--- src/rtl/ram_arbiter_if.sv ---
// ram_arbiter_if: one requester's view of the shared data-RAM port.
//
// Signals
//   req    : access request, held with we/addr/wdata stable until gnt
//   we     : 1 = write, 0 = read
//   addr   : word address (AW bits)
//   wdata  : write data (DW bits)
//   gnt    : access issued this cycle (combinational)
//   rvalid : read data valid this cycle (one cycle after a read grant)
//   rdata  : read data, zero whenever rvalid is low
//
// Modports
//   master : the requester (core, debug loader, DMA)
//   slave  : the arbiter
interface ram_arbiter_if #(
  parameter int AW = 16,
  parameter int DW = 32
);
  logic          req;
  logic          we;
  logic [AW-1:0] addr;
  logic [DW-1:0] wdata;
  logic          gnt;
  logic          rvalid;
  logic [DW-1:0] rdata;

  modport master (
    output req, we, addr, wdata,
    input  gnt, rvalid, rdata
  );

  modport slave (
    input  req, we, addr, wdata,
    output gnt, rvalid, rdata
  );
endinterface

--- src/rtl/ram_arbiter.sv ---
// ram_arbiter: shares the single data-RAM port between the core (m0) and a
// secondary requester such as a debug loader or DMA (m1).  At most one
// access is issued per cycle; synchronous read data is steered back to the
// port that issued the read.
//
// Ports
//   clk       : clock, all state updates on the rising edge
//   key       : synchronous active-high reset
//   m0, m1    : requester ports (ram_arbiter_if.slave), m0 has priority
//   ram_en    : RAM write enable
//   ram_addr  : RAM address
//   ram_wdata : RAM write data
//   ram_rdata : RAM read data, valid one cycle after the address
//
// Configuration
//   ARB_STARVE_GUARD_EN : when defined, m1 is promoted over m0 after
//                         MAX_WAIT consecutive denied cycles.  Otherwise m0
//                         has strict priority and m1 may starve.
//
// The interface instances connected to m0/m1 must use the same AW/DW.
module ram_arbiter #(
  parameter int AW       = 16,
  parameter int DW       = 32,
  parameter int MAX_WAIT = 8
) (
  input  logic          clk,
  input  logic          key,
  ram_arbiter_if.slave  m0,
  ram_arbiter_if.slave  m1,
  output logic          ram_en,
  output logic [AW-1:0] ram_addr,
  output logic [DW-1:0] ram_wdata,
  input  logic [DW-1:0] ram_rdata
);

  logic gnt0;
  logic gnt1;
  logic promote;
  logic tag_valid;
  logic tag_port;
  logic rvalid0;
  logic rvalid1;

  // Grant selection.  Nothing is granted while reset is held, so no access
  // can leak out during reset.
  always_comb begin
    gnt0 = 1'b0;
    gnt1 = 1'b0;
    if (!key) begin
      if (m1.req && (!m0.req || promote)) begin
        gnt1 = 1'b1;
      end else if (m0.req) begin
        gnt0 = 1'b1;
      end
    end
  end

  assign m0.gnt = gnt0;
  assign m1.gnt = gnt1;

  // RAM-side mux: the granted port owns the bus, otherwise it is idle at 0.
  always_comb begin
    ram_en    = 1'b0;
    ram_addr  = '0;
    ram_wdata = '0;
    if (gnt0) begin
      ram_en    = m0.we;
      ram_addr  = m0.addr;
      ram_wdata = m0.wdata;
    end else if (gnt1) begin
      ram_en    = m1.we;
      ram_addr  = m1.addr;
      ram_wdata = m1.wdata;
    end
  end

  // Read tag {valid, port}: remembers which port owns the data the RAM
  // returns next cycle.  Reloaded every cycle, so reads fully pipeline.
  always_ff @(posedge clk) begin
    if (key) begin
      tag_valid <= 1'b0;
      tag_port  <= 1'b0;
    end else begin
      tag_valid <= (gnt0 && !m0.we) || (gnt1 && !m1.we);
      tag_port  <= gnt1;
    end
  end

  // Gating with key drops the response of a read whose data would arrive
  // in a reset cycle.
  assign rvalid0 = tag_valid && !tag_port && !key;
  assign rvalid1 = tag_valid &&  tag_port && !key;

  assign m0.rvalid = rvalid0;
  assign m1.rvalid = rvalid1;
  assign m0.rdata  = rvalid0 ? ram_rdata : '0;
  assign m1.rdata  = rvalid1 ? ram_rdata : '0;

`ifdef ARB_STARVE_GUARD_EN
  localparam int            CW         = $clog2(MAX_WAIT + 1);
  localparam logic [CW-1:0] WAIT_LIMIT = CW'(MAX_WAIT);

  logic [CW-1:0] wait_cnt;

  // Counts consecutive cycles m1 is denied; saturates at the limit.  The
  // promotion flag is the saturated state, so it clears together with the
  // counter as soon as m1 is granted or withdraws its request.
  always_ff @(posedge clk) begin
    if (key) begin
      wait_cnt <= '0;
    end else if (!m1.req || gnt1) begin
      wait_cnt <= '0;
    end else if (wait_cnt != WAIT_LIMIT) begin
      wait_cnt <= wait_cnt + 1'b1;
    end
  end

  assign promote = (wait_cnt == WAIT_LIMIT);
`else
  // Strict m0 priority; MAX_WAIT is only meaningful with the guard, and
  // this compare is constant false.
  assign promote = (MAX_WAIT < 0);
`endif

endmodule

--- src/flat_wrapper.sv ---
// flat-port wrapper written by rule: the top's interface ports become plain ports
module ram_arbiter_flat 
#(
  parameter int AW       = 16,
  parameter int DW       = 32,
  parameter int MAX_WAIT = 8
)
  (clk, key, ram_en, ram_addr, ram_wdata, ram_rdata, m0_req, m0_we, m0_addr, m0_wdata, m0_gnt, m0_rvalid, m0_rdata, m1_req, m1_we, m1_addr, m1_wdata, m1_gnt, m1_rvalid, m1_rdata);
  ram_arbiter_if #(.AW(AW), .DW(DW)) m0_i ();
  ram_arbiter_if #(.AW(AW), .DW(DW)) m1_i ();
  input  logic clk;
  input  logic key;
  output logic ram_en;
  output logic [AW-1:0] ram_addr;
  output logic [DW-1:0] ram_wdata;
  input  logic [DW-1:0] ram_rdata;
  input wire logic [$bits(m0_i.req)-1:0] m0_req;
  input wire logic [$bits(m0_i.we)-1:0] m0_we;
  input wire logic [$bits(m0_i.addr)-1:0] m0_addr;
  input wire logic [$bits(m0_i.wdata)-1:0] m0_wdata;
  output wire logic [$bits(m0_i.gnt)-1:0] m0_gnt;
  output wire logic [$bits(m0_i.rvalid)-1:0] m0_rvalid;
  output wire logic [$bits(m0_i.rdata)-1:0] m0_rdata;
  input wire logic [$bits(m1_i.req)-1:0] m1_req;
  input wire logic [$bits(m1_i.we)-1:0] m1_we;
  input wire logic [$bits(m1_i.addr)-1:0] m1_addr;
  input wire logic [$bits(m1_i.wdata)-1:0] m1_wdata;
  output wire logic [$bits(m1_i.gnt)-1:0] m1_gnt;
  output wire logic [$bits(m1_i.rvalid)-1:0] m1_rvalid;
  output wire logic [$bits(m1_i.rdata)-1:0] m1_rdata;
  assign m0_i.req = m0_req;
  assign m0_i.we = m0_we;
  assign m0_i.addr = m0_addr;
  assign m0_i.wdata = m0_wdata;
  assign m0_gnt = m0_i.gnt;
  assign m0_rvalid = m0_i.rvalid;
  assign m0_rdata = m0_i.rdata;
  assign m1_i.req = m1_req;
  assign m1_i.we = m1_we;
  assign m1_i.addr = m1_addr;
  assign m1_i.wdata = m1_wdata;
  assign m1_gnt = m1_i.gnt;
  assign m1_rvalid = m1_i.rvalid;
  assign m1_rdata = m1_i.rdata;
  ram_arbiter #(.AW(AW), .DW(DW), .MAX_WAIT(MAX_WAIT)) u_core (.clk(clk), .key(key), .m0(m0_i), .m1(m1_i), .ram_en(ram_en), .ram_addr(ram_addr), .ram_wdata(ram_wdata), .ram_rdata(ram_rdata));
endmodule
--- config.mk ---
export PLATFORM = sky130hd
export DESIGN_NAME = ram_arbiter_flat
export DESIGN_NICKNAME = d
export VERILOG_FILES = /design/src/rtl/ram_arbiter_if.sv /design/src/rtl/ram_arbiter.sv /design/src/flat_wrapper.sv
export SDC_FILE = /design/constraint.sdc
export NUM_CORES = 1
export LEC_CHECK = 0
export ABC_AREA = 0
export CAP_MARGIN = 30
export CORE_AREA = 2 2 97 99
export CTS_CLUSTER_DIAMETER = 40
export DETAILED_ROUTE_END_ITERATION = 10
export DIE_AREA = 0 0 99 101
export PLACE_DENSITY = 0.64
export SYNTH_ARGS = -nofsm -noshare
export SYNTH_HDL_FRONTEND = slang
export SYNTH_SLANG_ARGS = --single-unit
--- constraint.sdc ---
create_clock -name clk -period 1.22 [get_ports clk]
set_input_delay 0.305 -clock clk [delete_from_list [all_inputs] [get_ports clk]]
set_output_delay 0.305 -clock clk [all_outputs]
set_load 0.02 [all_outputs]
**Word level (Yosys, flattened, before mapping)**

Cells that the tools add are included.

- Register bits: 2
- Latch bits: 0
- RAM bits: 0
- Bits in read-only memories: 0
- Input bits: 134
- Output and inout bits: 117
- Logic and storage cells: 28
- Memories kept: 0

- Add/subtract/negate cells: 0
- Multiply operators: 0
- Div/mod/pow operators: 0
- Order comparisons: 0
- Equal/unequal tests: 0
- Shifts and indexed selects: 0
- Mux-type cells: 13
- Bitwise operators: 0
- Reductions and logical operators: 13

Operator list:

| operator | count |
|---|---|
| 32-bit 2-to-1 mux | 4 |
| 16-bit 2-to-1 mux | 2 |
| 1-bit logical AND | 7 |
| 1-bit 2-to-1 mux | 7 |
| 1-bit logical NOT | 5 |
| 1-bit logical OR | 1 |

**Depth between registers and ports, before layout**

Gate-level depths: netlist of the first run.

- Depth in word-level cells: 6
- Depth in mapped cells: 4
- Mapped depth without buffers: 2

**Worst setup path before layout of the first run**

OpenSTA, ideal clock, no wires.

- Kind: flip-flop to output port
- Start point: register u_core.tag_port
- End point: output m0_rdata[10]
- Data arrival time: 1.093 ns
- Required time: 0.915 ns
- Slack: -0.178 ns
- Cell stages (with the launch flop): 5
- Path through: dfxtp_1 > or2_1 > clkbuf_1 > buf_2 > nor2_1

- Cells in the longest elaborated chain, start to end: 4

Ends and longest elaborated chain:

| element | line | source |
|---|---|---|
| from (decl) | ram_arbiter.sv:40 | `logic tag_port;` |
| from (signal assigned) | ram_arbiter.sv:85 | `tag_port <= gnt1;` |
| 1-bit logical NOT | ram_arbiter.sv:91 | `assign rvalid0 = tag_valid && !tag_port && !key;` |
| 1-bit logical AND (2 in series) | ram_arbiter.sv:91 |  |
| 32-bit 2-to-1 mux | ram_arbiter.sv:96 | `assign m0.rdata = rvalid0 ? ram_rdata : '0;` |
| to (decl) | flat_wrapper.sv:23 | `output wire logic [$bits(m0_i.rdata)-1:0] m0_rdata;` |

Every way passes these cells.

**Worst setup path in the final report of the first run**

- Start point: input key
- End point: output ram_wdata[14]

- Cells in the longest elaborated chain, start to end: 3

Ends and longest elaborated chain:

| element | line | source |
|---|---|---|
| from (decl) | flat_wrapper.sv:12 | `input logic key;` |
| 1-bit 2-to-1 mux | ram_arbiter.sv:49 | `if (!key) begin` |
| 32-bit 2-to-1 mux | ram_arbiter.sv:70 | `end else if (gnt1) begin` |
| 32-bit 2-to-1 mux (*) | ram_arbiter.sv:66 | `if (gnt0) begin` |
| to (decl) | flat_wrapper.sv:15 | `output logic [DW-1:0] ram_wdata;` |

Every way passes the cells marked *; elsewhere a longest branch is shown, timed or not.

==> results of run 1 <==
[synth_stat cells]
cell	number	area [µm²]
buf_2	20	100
inv_1	2	7.51
nor2b_1	1	6.26
nor2_1	66	248
dfxtp_1	2	40.0
clkbuf_2	1	5.00
nand2b_1	3	18.8
nand2_1	32	120
and2_1	2	12.5
nor2_2	1	6.26
or2_1	1	6.26
a32o_1	50	500
clkbuf_1	7	26.3
[through the flow]
step                      hold WS (ns)  setup TNS, ns   util  instance area, µm²
after CTS                        0.575         -33.71  0.511                4590
final                            0.592         -33.90  0.573                5140
after global placement           0.790        -134.06  0.461                4140
after global routing             0.608         -38.61  0.573                5140
after floorplan                  0.469          -6.13      -                1420
after detailed placement         0.789        -133.19  0.461                4140
[flip-flops by register name, summed over array words and instances (netlist names)]
register and count:
u_core.tag_valid 1, u_core.tag_port 1
[worst max-delay path: stages]
cell and delay (ns):
buf_8 0.10, buf_6 0.12, nor2_4 0.09, buf_12 0.17
clkbuf_16 0.17, a32o_2 0.18, buf_6 0.12
[area by class of cell]
class                      count  area [µm²]  area share
tap                          111         139      0.0270
multi-input combinational    156        1530       0.298
sequential                     2        45.0     0.00876
timing repair buffer         292        3380       0.657
inverter                       2        7.51     0.00146
clock buffer                   3        41.3     0.00803
[kinds of logic after synthesis]
| family | after synthesis | synth area share |
|---|---|---|
| compound gates | 50 | 0.456 |
| simple gates | 106 | 0.381 |
| buf+inv | 30 | 0.127 |
| flops | 2 | 0.0365 |
[timing repair]
| item | in CTS | in global routing |
|---|---|---|
| gates cloned | 7 | 6 |
| setup buffers | 5 | 6 |
| gates resized for setup | 722 | 90 |
| pin swaps | 10 | 45 |
| endpoints found under the setup margin | 119 | 117 |
[routing by layer]
layer  vias up  track usage  part of all wire
li1       1231            -                 -
met1      1192        0.179              0.36
met2       152        0.323              0.56
met3         8       0.0374             0.076
met4         0       0.0242            0.0089
met5         -            0                 0
[power by group through the flow]
stage / clock [mW] / combinational [mW] / sequential (mW)
finish: 0.256 / 1.65 / 0.0759
global route: 0.269 / 1.73 / 0.0764
CTS: 0.264 / 1.50 / 0.0777
detailed placement: 0 / 1.30 / 0.0728
global placement: 0 / 1.30 / 0.0728
floorplan: 0 / 0.523 / 0.0712
[worst min path at each step]
stage,from,end,slack [ns]
2_1_floorplan,m0_we,u_core.tag_valid$_SDFF_PP0_,0.47
3_3_place_gp,m1_req,u_core.tag_port$_SDFF_PP0_,0.79
3_5_place_dp,m1_req,u_core.tag_port$_SDFF_PP0_,0.79
4_1_cts,m1_req,u_core.tag_port$_SDFF_PP0_,0.58
5_1_grt,m1_req,u_core.tag_port$_SDFF_PP0_,0.61
6_report,m1_req,u_core.tag_port$_SDFF_PP0_,0.59
==> results.sh, run 1 <==
export IMPL_drt_initial_drc_count=44
export IMPL_crit_path_end="ram_wdata[14]"
export IMPL_final_cell_mix="clkdlybuf4s50_1, buf_6, nor2_4"
export IMPL_numPlacedInstances=540
export IMPL_dp_hpwl_um=6580
export IMPL_seq_power_share=0.038
export IMPL_p_int_mw=1.25
export IMPL_grtUsageTotal=0.163
export IMPL_crit_type="input pin to output port"
export IMPL_power_mw=1.98
export IMPL_maxSlewHeadroom=0.857
export IMPL_cts_buffers_inserted=3
export IMPL_ys_seq_area_frac=0.0365
export IMPL_maxCapViolations=0
export IMPL_place_gp_congestion=0.731
export IMPL_antenna_found_initial=0
export IMPL_final_min_period_over_clock_period=1.28
export IMPL_vdd_drop_max_mv=0.275
export IMPL_routed_wl_um=9860
export IMPL_drt_pre_antenna_iters=4
export IMPL_critPathLaunchType="input pin"
export IMPL_power_switching_mw=0.729
export IMPL_pin_count=251
export IMPL_nFillCells=750
export IMPL_violations="setup timing"
export IMPL_die_x_um=99
export IMPL_yosysUniqueCellTypes=13
export IMPL_worstMarginPinSlew_ns=0.215
export IMPL_clockBufferDepth=2
export IMPL_root_buffer="clkbuf_8"
export IMPL_cts_clk_slew_worst_paths_ns=0.03
export IMPL_critical_path_arrival_ns=1.26
export IMPL_core_um2=8980
export IMPL_setup_ws_ns=-0.348
export IMPL_mostFrequentLayoutCell="clkdlybuf4s50_1"
export IMPL_switching_share=0.368
export IMPL_crit_path_end_kind="output port"
export IMPL_grt_max_degree=30
export IMPL_vias=2583
export IMPL_hold_violations=0
export IMPL_combinationalPowerShare=0.832
export IMPL_drcViolationCount=0
export IMPL_cp_required_ns=0.91
export IMPL_grt_pass1_vias=2605
export IMPL_p_leak_nw=2.24
export IMPL_hold_class="input pin to register"
export IMPL_period_needed_ns=1.57
export IMPL_wl_per_cell_um=17.4
export IMPL_slew_viol_final=0
export IMPL_initial_core_util=0.122
export IMPL_avgViaCountPerCell=4.56
export IMPL_cts_tree="done"
export IMPL_ys_ff_latch=2
export IMPL_hold_depth=3
export IMPL_status="complete, but fails checks"
export IMPL_h_tree_depth=1
export IMPL_syn_area_per_cell_um2=5.84
export IMPL_fmax_mhz=638
export IMPL_overflow=0
export IMPL_antenna_cells=0
export IMPL_final_cells=566
export IMPL_powerDensity_nw_per_um2=385
export IMPL_synth_cell_area_um2=1100
export IMPL_die_height_um=101
export IMPL_synth_fp_nets=322
export IMPL_cts_hold_fix_buffers=0
export IMPL_crit_start="key"
export IMPL_rows=35
export IMPL_setup_viol=117
export IMPL_clkSinkCount=2
export IMPL_path_max_fanout=8
export IMPL_portBuffers=250
export IMPL_ys_warn_count=0
export IMPL_syn_inst=188
export IMPL_rsz0062_at_grt="yes"
export IMPL_drive_above_1_share=0.677
export IMPL_place_ws_ns=-1.22
export IMPL_clkPwrFrac=0.129
export IMPL_die_area_um2=10000
export IMPL_nets=591
export IMPL_area_delta_synth_final_pct=369
export IMPL_postRouteAntennaNets=0
export IMPL_grt_first_pass_wirelength_um=13400
(Power assumes the default switching activity.)
==> run 2, diff against run 1 <==
--- a/config.mk
+++ b/config.mk
@@ -11,6 +11,7 @@
 export CTS_CLUSTER_DIAMETER = 40
 export DETAILED_ROUTE_END_ITERATION = 10
 export DIE_AREA = 0 0 99 101
+export MAX_ROUTING_LAYER = met4
 export PLACE_DENSITY = 0.64
 export SYNTH_ARGS = -nofsm -noshare
 export SYNTH_HDL_FRONTEND = slang
==> run 2 against run 1 <==
  * Sequential share of layout area is the same
  * Hold slack gained 0.0017 ns
  * Via count grew 0.43%
  * Fmax shrank 0.11%
  * Clock-buffer cell count is the same
  * The flow still finishes with violations (setup timing)
==> results.sh, run 2 (synthesized netlist as in run 1, its figures left out) <==
export IMPL_cts_buffers_inserted=3
export IMPL_cts_hold_fix_buffers=0
export IMPL_wl_per_cell_um=17.4
export IMPL_met3_length_um=729
export IMPL_die_area_um2=10000
export IMPL_cp_required_ns=0.91
export IMPL_hold_violations=0
export IMPL_core_um2=8980
export IMPL_crit_path_end_kind="output port"
export IMPL_dp_hpwl_um=6580
export IMPL_clkSinkCount=2
export IMPL_vias=2594
export IMPL_setup_ws_ns=-0.349
export IMPL_routed_wl_um=9860
export IMPL_clockBufferDepth=2
export IMPL_drt_pre_antenna_iters=4
export IMPL_nets=591
export IMPL_final_cell_mix="clkdlybuf4s50_1, buf_6, nor2_4"
export IMPL_avgViaCountPerCell=4.58
export IMPL_setup_viol=117
export IMPL_antenna_found_initial=0
export IMPL_powerDensity_nw_per_um2=386
export IMPL_cts_tree="done"
export IMPL_place_gp_congestion=0.740
export IMPL_portBuffers=250
export IMPL_grt_max_degree=30
export IMPL_violations="setup timing"
export IMPL_drt_initial_drc_count=35
export IMPL_slew_viol_final=0
export IMPL_root_buffer="clkbuf_8"
export IMPL_fmax_mhz=637
export IMPL_status="complete, but fails checks"
export IMPL_maxCapViolations=0
export IMPL_drive_above_1_share=0.677
export IMPL_postRouteAntennaNets=0
export IMPL_final_min_period_over_clock_period=1.29
export IMPL_place_ws_ns=-1.22
export IMPL_crit_type="input pin to output port"
export IMPL_met2_length_um=5460
export IMPL_cts_clk_slew_worst_paths_ns=0.03
export IMPL_initial_core_util=0.122
export IMPL_hold_class="input pin to register"
export IMPL_power_mw=1.98
export IMPL_antenna_cells=0
export IMPL_rsz0062_at_grt="yes"
export IMPL_h_tree_depth=1
export IMPL_die_height_um=101
export IMPL_reg_top3="u_core.tag_port x1, u_core.tag_valid x1"
export IMPL_tns_ns=-33.93
export IMPL_mostFrequentLayoutCell="clkdlybuf4s50_1"
export IMPL_critPathLaunchType="input pin"
export IMPL_maxSlewHeadroom=0.857
export IMPL_path_max_fanout=8
export IMPL_period_needed_ns=1.57
export IMPL_nFillCells=754
export IMPL_die_x_um=99
export IMPL_p_leak_nw=2.24
export IMPL_area_delta_synth_final_pct=369
export IMPL_grtUsageTotal=0.168
export IMPL_grt_first_pass_wirelength_um=13400
export IMPL_drcViolationCount=0
export IMPL_wl_met1_um=3590
export IMPL_vdd_drop_max_mv=0.271
export IMPL_top_layer="met4"
export IMPL_grt_pass1_vias=2600
export IMPL_holdWs_ns=0.594
export IMPL_rows=35
export IMPL_pin_count=251
export IMPL_critical_path_arrival_ns=1.26
export IMPL_overflow=0
export IMPL_worstMarginPinSlew_ns=0.214
-- run 2: metal layers --
layer | track usage | vias to the layer above
met3 | 0.0354 | 8
met5 | - | -
li1 | - | 1234
met1 | 0.181 | 1197
met2 | 0.323 | 155
met4 | 0.0242 | 0
-- run 2: worst max-delay path, stage by stage --
cell	delay, ns
buf_8	0.10
buf_6	0.12
nor2_4	0.09
buf_12	0.18
clkbuf_16	0.17
a32o_2	0.18
buf_6	0.12
-- run 2: cell type report --
cell class,count,area (µm²),share of cell area
well taps,111,139,0.0270
inverters,2,7.51,0.00146
multi-input cells,156,1530,0.298
repair buffers,292,3380,0.657
flip-flops and latches,2,45.0,0.00876
clock buffers,3,41.3,0.00803
-- run 2: repair_timing --
item / 4_1_cts / 5_1_grt
gates resized for setup: 722 / 90
pin swaps: 10 / 45
buffers inserted: 5 / 6
cloned: 7 / 6
endpoints found under the setup margin: 119 / 117
-- run 2: final timing paths --
check,startpoint,end,slack [ns],cells after the start
worst max-delay path,key,ram_wdata[14],-0.35,7
worst min-delay path,m1_req,u_core.tag_port$_SDFF_PP0_,0.59,3
-- run 2: metrics by stage --
step,instance area (µm²),std cells,utilization
global route,5140,566,0.573
detailed placement,4140,540,0.461
CTS,4590,555,0.511
floorplan,1420,188,-
global placement,4140,540,0.461
finish,5140,566,0.573
-- run 2: power breakdown --
group / internal, mW / switching, mW / total [mW] / leakage, nW
registers: 0.0691 / 0.00674 / 0.0758 / 0.0175
logic: 0.976 / 0.674 / 1.65 / 2.20
clock network: 0.208 / 0.0483 / 0.257 / 0.0216
total: 1.25 / 0.729 / 1.98 / 2.24
